<file path="config.mk">
export PLATFORM = sky130hd
export DESIGN_NAME = serial_sub
export DESIGN_NICKNAME = d
export VERILOG_FILES = /design/src/rtl/serial_sub.sv
export SDC_FILE = /design/constraint.sdc
export NUM_CORES = 1
export LEC_CHECK = 0
export CAP_MARGIN = 20
export CORE_MARGIN = 5
export CORE_UTILIZATION = 40
export CTS_BUF_LIST = sky130_fd_sc_hd__clkbuf_16
export DETAILED_ROUTE_END_ITERATION = 7
export DONT_BUFFER_PORTS = 1
export GPL_TIMING_DRIVEN = 0
export MAX_ROUTING_LAYER = met4
export PLACE_DENSITY_LB_ADDON = 0.2
export SYNTH_ARGS = -nofsm -noshare
export SYNTH_HDL_FRONTEND = slang
export SYNTH_SLANG_ARGS = --single-unit
</file>
<file path="constraint.sdc">
create_clock -name clk -period 3.7 [get_ports clk]
set_input_delay 0.74 -clock clk [delete_from_list [all_inputs] [get_ports clk]]
set_output_delay 0.74 -clock clk [all_outputs]
set_load 0.02 [all_outputs]
</file>
<file path="src/rtl/serial_sub.sv">
// -----------------------------------------------------------------------------
// serial_sub
// Bit-serial WIDTH-bit subtractor: Diff = A - B - Bin, one bit per clock,
// LSB first, using a single full-subtractor cell and a registered borrow.
// Trades latency (WIDTH+2 cycles per result) for area.
//
// State table
//   state    | meaning
//   ---------+--------------------------------------------------------------
//   ST_IDLE  | waiting for start; operands captured on the accepting edge
//   ST_RUN   | one operand bit pair consumed per clock, borrow carried over
//   ST_DONE  | one-cycle done pulse; Diff/Bout hold the new result
//
// Ports
//   clk    in   clock, all state updates on rising edge
//   rst    in   synchronous active-high reset (highest priority)
//   start  in   request a new subtraction, accepted only in ST_IDLE
//   A      in   minuend, sampled on the accepting edge
//   B      in   subtrahend, sampled on the accepting edge
//   Bin    in   borrow-in, sampled on the accepting edge
//   busy   out  high while bits are being processed (ST_RUN)
//   done   out  one-cycle pulse, Diff/Bout valid
//   Diff   out  registered difference, updated only on completion
//   Bout   out  registered final borrow-out
// -----------------------------------------------------------------------------
module serial_sub #(
  parameter int WIDTH = 8
) (
  input  logic             clk,
  input  logic             rst,
  input  logic             start,
  input  logic [WIDTH-1:0] A,
  input  logic [WIDTH-1:0] B,
  input  logic             Bin,
  output logic             busy,
  output logic             done,
  output logic [WIDTH-1:0] Diff,
  output logic             Bout
);

  // Counter only needs to reach WIDTH-1; keep at least one bit for WIDTH=1.
  localparam int CW = (WIDTH > 1) ? $clog2(WIDTH) : 1;
  localparam logic [CW-1:0] CNT_LAST = CW'(WIDTH - 1);

  typedef enum logic [1:0] {
    ST_IDLE = 2'd0,
    ST_RUN  = 2'd1,
    ST_DONE = 2'd2
  } state_t;

  state_t           state_q, state_d;
  logic [WIDTH-1:0] opa_q, opa_d;
  logic [WIDTH-1:0] opb_q, opb_d;
  logic             borrow_q, borrow_d;
  logic [CW-1:0]    cnt_q, cnt_d;
  logic [WIDTH-1:0] res_q, res_d;
  logic [WIDTH-1:0] diff_q, diff_d;
  logic             bout_q, bout_d;

  // Full-subtractor cell on the current LSBs.
  logic             bit_a, bit_b, bit_br;
  logic             bit_d, bit_bnext;
  logic [WIDTH-1:0] res_shift;

  always_comb begin
    bit_a     = opa_q[0];
    bit_b     = opb_q[0];
    bit_br    = borrow_q;
    bit_d     = bit_a ^ bit_b ^ bit_br;
    bit_bnext = (~bit_a & bit_b) | (~(bit_a ^ bit_b) & bit_br);
  end

  // New bit enters at the MSB so that after WIDTH shifts the LSB-first
  // stream lands in natural bit order. Written this way to stay legal
  // for WIDTH=1 where there is no res_q[WIDTH-1:1] slice.
  always_comb begin
    res_shift            = res_q >> 1;
    res_shift[WIDTH-1]   = bit_d;
  end

  always_ff @(posedge clk) begin
    if (rst) begin
      state_q  <= ST_IDLE;
      opa_q    <= '0;
      opb_q    <= '0;
      borrow_q <= 1'b0;
      cnt_q    <= '0;
      res_q    <= '0;
      diff_q   <= '0;
      bout_q   <= 1'b0;
    end else begin
      state_q  <= state_d;
      opa_q    <= opa_d;
      opb_q    <= opb_d;
      borrow_q <= borrow_d;
      cnt_q    <= cnt_d;
      res_q    <= res_d;
      diff_q   <= diff_d;
      bout_q   <= bout_d;
    end
  end

  always_comb begin
    state_d  = state_q;
    opa_d    = opa_q;
    opb_d    = opb_q;
    borrow_d = borrow_q;
    cnt_d    = cnt_q;
    res_d    = res_q;
    diff_d   = diff_q;
    bout_d   = bout_q;

    unique case (state_q)
      ST_IDLE: begin
        if (start) begin
          opa_d    = A;
          opb_d    = B;
          borrow_d = Bin;
          cnt_d    = '0;
          res_d    = '0;
          state_d  = ST_RUN;
        end
      end

      ST_RUN: begin
        opa_d    = opa_q >> 1;
        opb_d    = opb_q >> 1;
        borrow_d = bit_bnext;
        res_d    = res_shift;
        cnt_d    = cnt_q + CW'(1);
        // Result registers see this edge's bit directly, not res_q.
        if (cnt_q == CNT_LAST) begin
          diff_d  = res_shift;
          bout_d  = bit_bnext;
          state_d = ST_DONE;
        end
      end

      ST_DONE: begin
        // start is deliberately ignored here; only IDLE accepts requests.
        state_d = ST_IDLE;
      end

      default: begin
        state_d = ST_IDLE;
      end
    endcase
  end

  assign busy = (state_q == ST_RUN);
  assign done = (state_q == ST_DONE);
  assign Diff = diff_q;
  assign Bout = bout_q;

endmodule

</file>
Yosys cells after proc, flatten, opt, wreduce, memory -nomap -nowiden
Index checks and enable logic that the tools add are counted.
{"block": "totals", "reg_bits": 39, "in_bits": 20, "output_inout_bits": 11, "word_cells": 39}
{"block": "op_classes", "n_addsub": 1, "eq_ne": 5, "muxes": 13, "n_bitwise": 7, "reduce_logical": 5}
{"op": "one-hot mux 8 bit (2 select lines)", "count": 3}
{"op": "two-way mux 8 bit", "count": 3}
{"op": "one-hot mux 3 bit (2 select lines)", "count": 1}
{"op": "AND reduction 2 bit", "count": 3}
{"op": "two-way mux 2 bit", "count": 2}
{"op": "one-hot mux 2 bit (2 select lines)", "count": 1}
{"op": "adder 3 x 1 -> 3 bit (second input constant)", "count": 1}
{"op": "equality test 3 bit (second input constant)", "count": 1}
{"op": "two-way mux 3 bit", "count": 1}
{"op": "AND 1 bit", "count": 2}
{"op": "equality test 2 x 1 -> 1 bit (second input constant)", "count": 1}
{"op": "equality test 2 bit (second input constant)", "count": 1}
{"op": "logical NOT 2 bit", "count": 1}
{"op": "!= test 2 x 1 -> 1 bit (second input constant)", "count": 1}
{"op": "!= test 2 bit (second input constant)", "count": 1}
{"op": "NOT 1 bit", "count": 2}
{"op": "one-hot mux 1 bit (2 select lines)", "count": 1}
{"op": "nonzero test 2 bit", "count": 1}
{"op": "XOR 1 bit", "count": 2}
{"op": "two-way mux 1 bit", "count": 1}
{"op": "bitwise OR 1 bit", "count": 1}

Depth between registers and ports, before layout
{"block": "logic_depth", "ltp_word": 5, "mapped_depth": 6}

Least setup slack after synthesis
Ideal clock, no wire load.
{"block": "synth_timing", "kind": "reg2out", "from": "register state_q[0]", "to": "output done", "arrival_time_ps": 916, "setup_slack_ps": 2044, "path_stages_with_launch": 4, "n_path_buf": 2, "path_cell_list": "dfxtp_1 -> buf_2 -> buf_2 -> nor2b_1"}
{"block": "synth_via", "elab_chain_cells": 1}
{"item": "start, declared", "line": "51", "source": "state_t state_q, state_d;"}
{"item": "start signal, assigned", "line": "92", "source": "state_q <= state_d;"}
{"item": "equality test 2 bit", "line": "151", "source": "assign done = (state_q == ST_DONE);"}
{"item": "end, declared", "line": "36", "source": "output logic done,"}
No other way between the ends.

Worst setup path after layout
{"block": "layout_timing", "from": "register state_q[1]", "to": "output done"}
Same word-level chain as after synthesis.

==> results.md <==
- Status: finished clean
- # hold bufs at CTS: 0
- Area growth from synthesis to layout: 12.6%
- Mapped Area: between 0.0015 and 0.002 mm^2
- Worst setup SP type: flop
- GRT Residual Overflow: 0
- Core Area: about 0.004 mm^2
- Top-area cell type share of the netlist area: 0.478
- Cells resized by post-CTS repair: 0
- Final setup vio count: 0
- Drt total wl: 3540 um
- DRT Pass-1 Iters: 4
- Register bit total from synthesis: 38
- Clock buffer depth: 2
- Final ANT Viol Nets: 0
- Worst Slack Setup Final: between 1.5 and 2 ns
- DR vias/cell: roughly 5.4
- Maxcap violations: 0
- Die Area: 0.00534 mm^2
- Fin crit period: just over 2 ns
- Seq/Total Area, Yosys: 0.478
- Leak: just over 0.7 nW
- Num rows: 23
- R2r setup slk: ~2.0 ns
- Slowest cell on the critical path: dfxtp_1
- H-tree depth: 2
- TritonCTS clock tree: done
- Initial core utilization: 0.407
- Share of post-route cells with drive strength above 1: 0.126
- Pins Over Slew Limit: 0
- RSZ-0062 raised after global routing: false
- Pin count of the biggest net entering global routing: 12
- GPL Wtd Cong: 0.840
- Period utilisation layout: 0.561
- Post-Syn Nets: 198
- Per-cell routed wire length: 15.2 um
- Worst-margin pin slew: ~0.50 ns
- Synth warn: 0
- Place WS: about 1.9 ns
- Die width: between 70 and 80 um
- Hold endpoint: cnt_q[0]
- Buffers on Ports: 0
- Clock Skews: approximately 0.006 ns
- Hold path depth: 1
- Cts bufs inserted: 5
- Worst R2R Path Depth: 6
- Crit-path cells: buf_2 -> nor2b_1
- Final net count: about 210
- IO Pins: 31
- HP Class: reg2reg
- Commonest non-fill, non-tap cell in the layout: dfxtp_1
- Worst IR Drop VDD: 0.000316 V
- Crit path capture type: output pin
- Final HPWL DP: ~2500 um
- Clk slew on worst S/H paths: about 0.05 ns
- DRT iter0 DRCs: 68
- Power Dens Cells: 513 mW/mm^2
- Antenna violations before repair: 0
- CP Data Required Time: 2.96 ns
- DRC: 0
- Vias in the first global route: ~1200
- Syn Inst Count: between 150 and 200
- Grt met1 use: 0.187
- Hold Startpoint: cnt_q[0]
- Crit Path Class: reg2out
- Vias after detailed routing: 1265
- Setup TNS: 0 ns
- Met2 Track Usage GR: 0.216
- Reg-to-reg critical path endpoint: Bout
- Clock Latency Late Sink: approximately 0.28 ns
- Crit-path max cell delay: around 0.43 ns
- Global Route met3 Usage: 0.0455
- Ant diodes: 0
- Main area contributors after synthesis: dfxtp_1 (48%), mux2i_1 (7.5%), nor2_1 (7.5%), a211oi_1 (6.1%), a21oi_1 (5.7%)
- R2R Path Start: cnt_q[0]
- Gr usage total: 0.149
- # Post-CTS Setup Buffers: 0
- GR peak layer: met2
- Hold Fails Final Rpt: 0
- Synth Area per Inst: 9.09 um^2
- Relative slew margins: 0.666
- Die Ht: 73.1 um
- Fmax: about 480 MHz
- Root buf cell: clkbuf_16
- Area leader, netlist: dfxtp_1
- Netlist cell types: 25
- Most frequent cells in the layout: dfxtp_1 (38), nor2_1 (32), a21oi_1 (18)
- CTS sink cnt: 38
- Crit path max fanout: 10
- Global-route wire length before repair: roughly 5800 um
- Critical Path AT: about 1.3 ns
-- synthesized netlist by cell type --
| master | instances |
|---|---|
| buf_2 | 8 |
| o221a_2 | 4 |
| nor2_1 | 32 |
| mux2i_1 | 12 |
| nand2_1 | 8 |
| a21oi_1 | 18 |
| nand2b_4 | 1 |
| buf_6 | 1 |
| nand2b_1 | 1 |
| nand3b_1 | 1 |
| a211oi_1 | 13 |
| a22oi_1 | 9 |
| clkbuf_1 | 3 |
| buf_1 | 1 |
| ha_1 | 2 |
| nand3_1 | 8 |
| inv_1 | 6 |
| or3b_1 | 2 |
| o21bai_2 | 1 |
| o21ai_0 | 2 |
| fa_1 | 1 |
| inv_2 | 1 |
| dfxtp_1 | 38 |
| o21ba_2 | 1 |
| nor2b_1 | 1 |
-- metal layers --
layer	vias up	part of all wire
met5	-	0
met3	6	0.053
li1	631	-
met2	21	0.44
met4	0	0.022
met1	607	0.49
-- worst max-delay path: cells and delay by family, from the launching register on --
family / cells / cell delay [ns]
buf+inv: 1 / 0.25
flops: 1 / 0.43
simple gates: 1 / 0.39
-- stage by stage --
stage | hold WS [ns] | total power [mW] | std cells | cell area, um^2 | util
6_report | 0.481 | 0.920 | 233 | 1790 | 0.458
5_1_grt | 0.501 | 0.960 | 233 | 1790 | 0.458
4_1_cts | 0.484 | 0.931 | 233 | 1790 | 0.458
3_5_place_dp | 0.467 | 0.533 | 225 | 1650 | 0.423
3_3_place_gp | 0.464 | 0.529 | 225 | 1650 | 0.423
2_1_floorplan | 0.443 | 0.513 | 175 | 1590 | -
-- logic make-up (layout without fill, tap and decap cells) --
group           count (synthesis)  after routing  synth area share
simple gates                   54             54             0.152
compound gates                 48             48             0.208
flops                          38             38             0.478
buf+inv                        20             28            0.0582
mux                            12             12            0.0755
fa+ha+maj                       3              3            0.0283
-- power breakdown --
| part | switching [mW] | internal (mW) |
|---|---|---|
| Sequential | 0.0109 | 0.429 |
| Combinational | 0.0509 | 0.0342 |
| Clock | 0.152 | 0.243 |
-- how the worst max path moves through the flow --
stage,start,endpoint,cells after the start
final,state_q[1],done,2
after global routing,state_q[1],done,2
after CTS,state_q[1],done,2
after detailed placement,rst,res_q[6],3
after global placement,state_q[1],done,2
after floorplan,state_q[0],done,3
-- state kept, by name (all words and copies together) (netlist names) --
| signal | flops |
|---|---|
| Bout | 1 |
| cnt_q | 3 |
| bit_br | 1 |
| Diff | 8 |
| state_q | 2 |
| res_q | 7 |
| opa_q | 8 |
| opb_q | 8 |
-- final cells by class --
class / instances / area (um^2)
clock buffer: 5 / 125
clock inverter: 3 / 12.5
multi-input combinational: 117 / 738
sequential: 38 / 761
tap: 50 / 62.6
buffer: 13 / 66.3
fill: 398 / 2120
inverter: 7 / 26.3
Note: power is estimated with default switching activity, not from simulation.
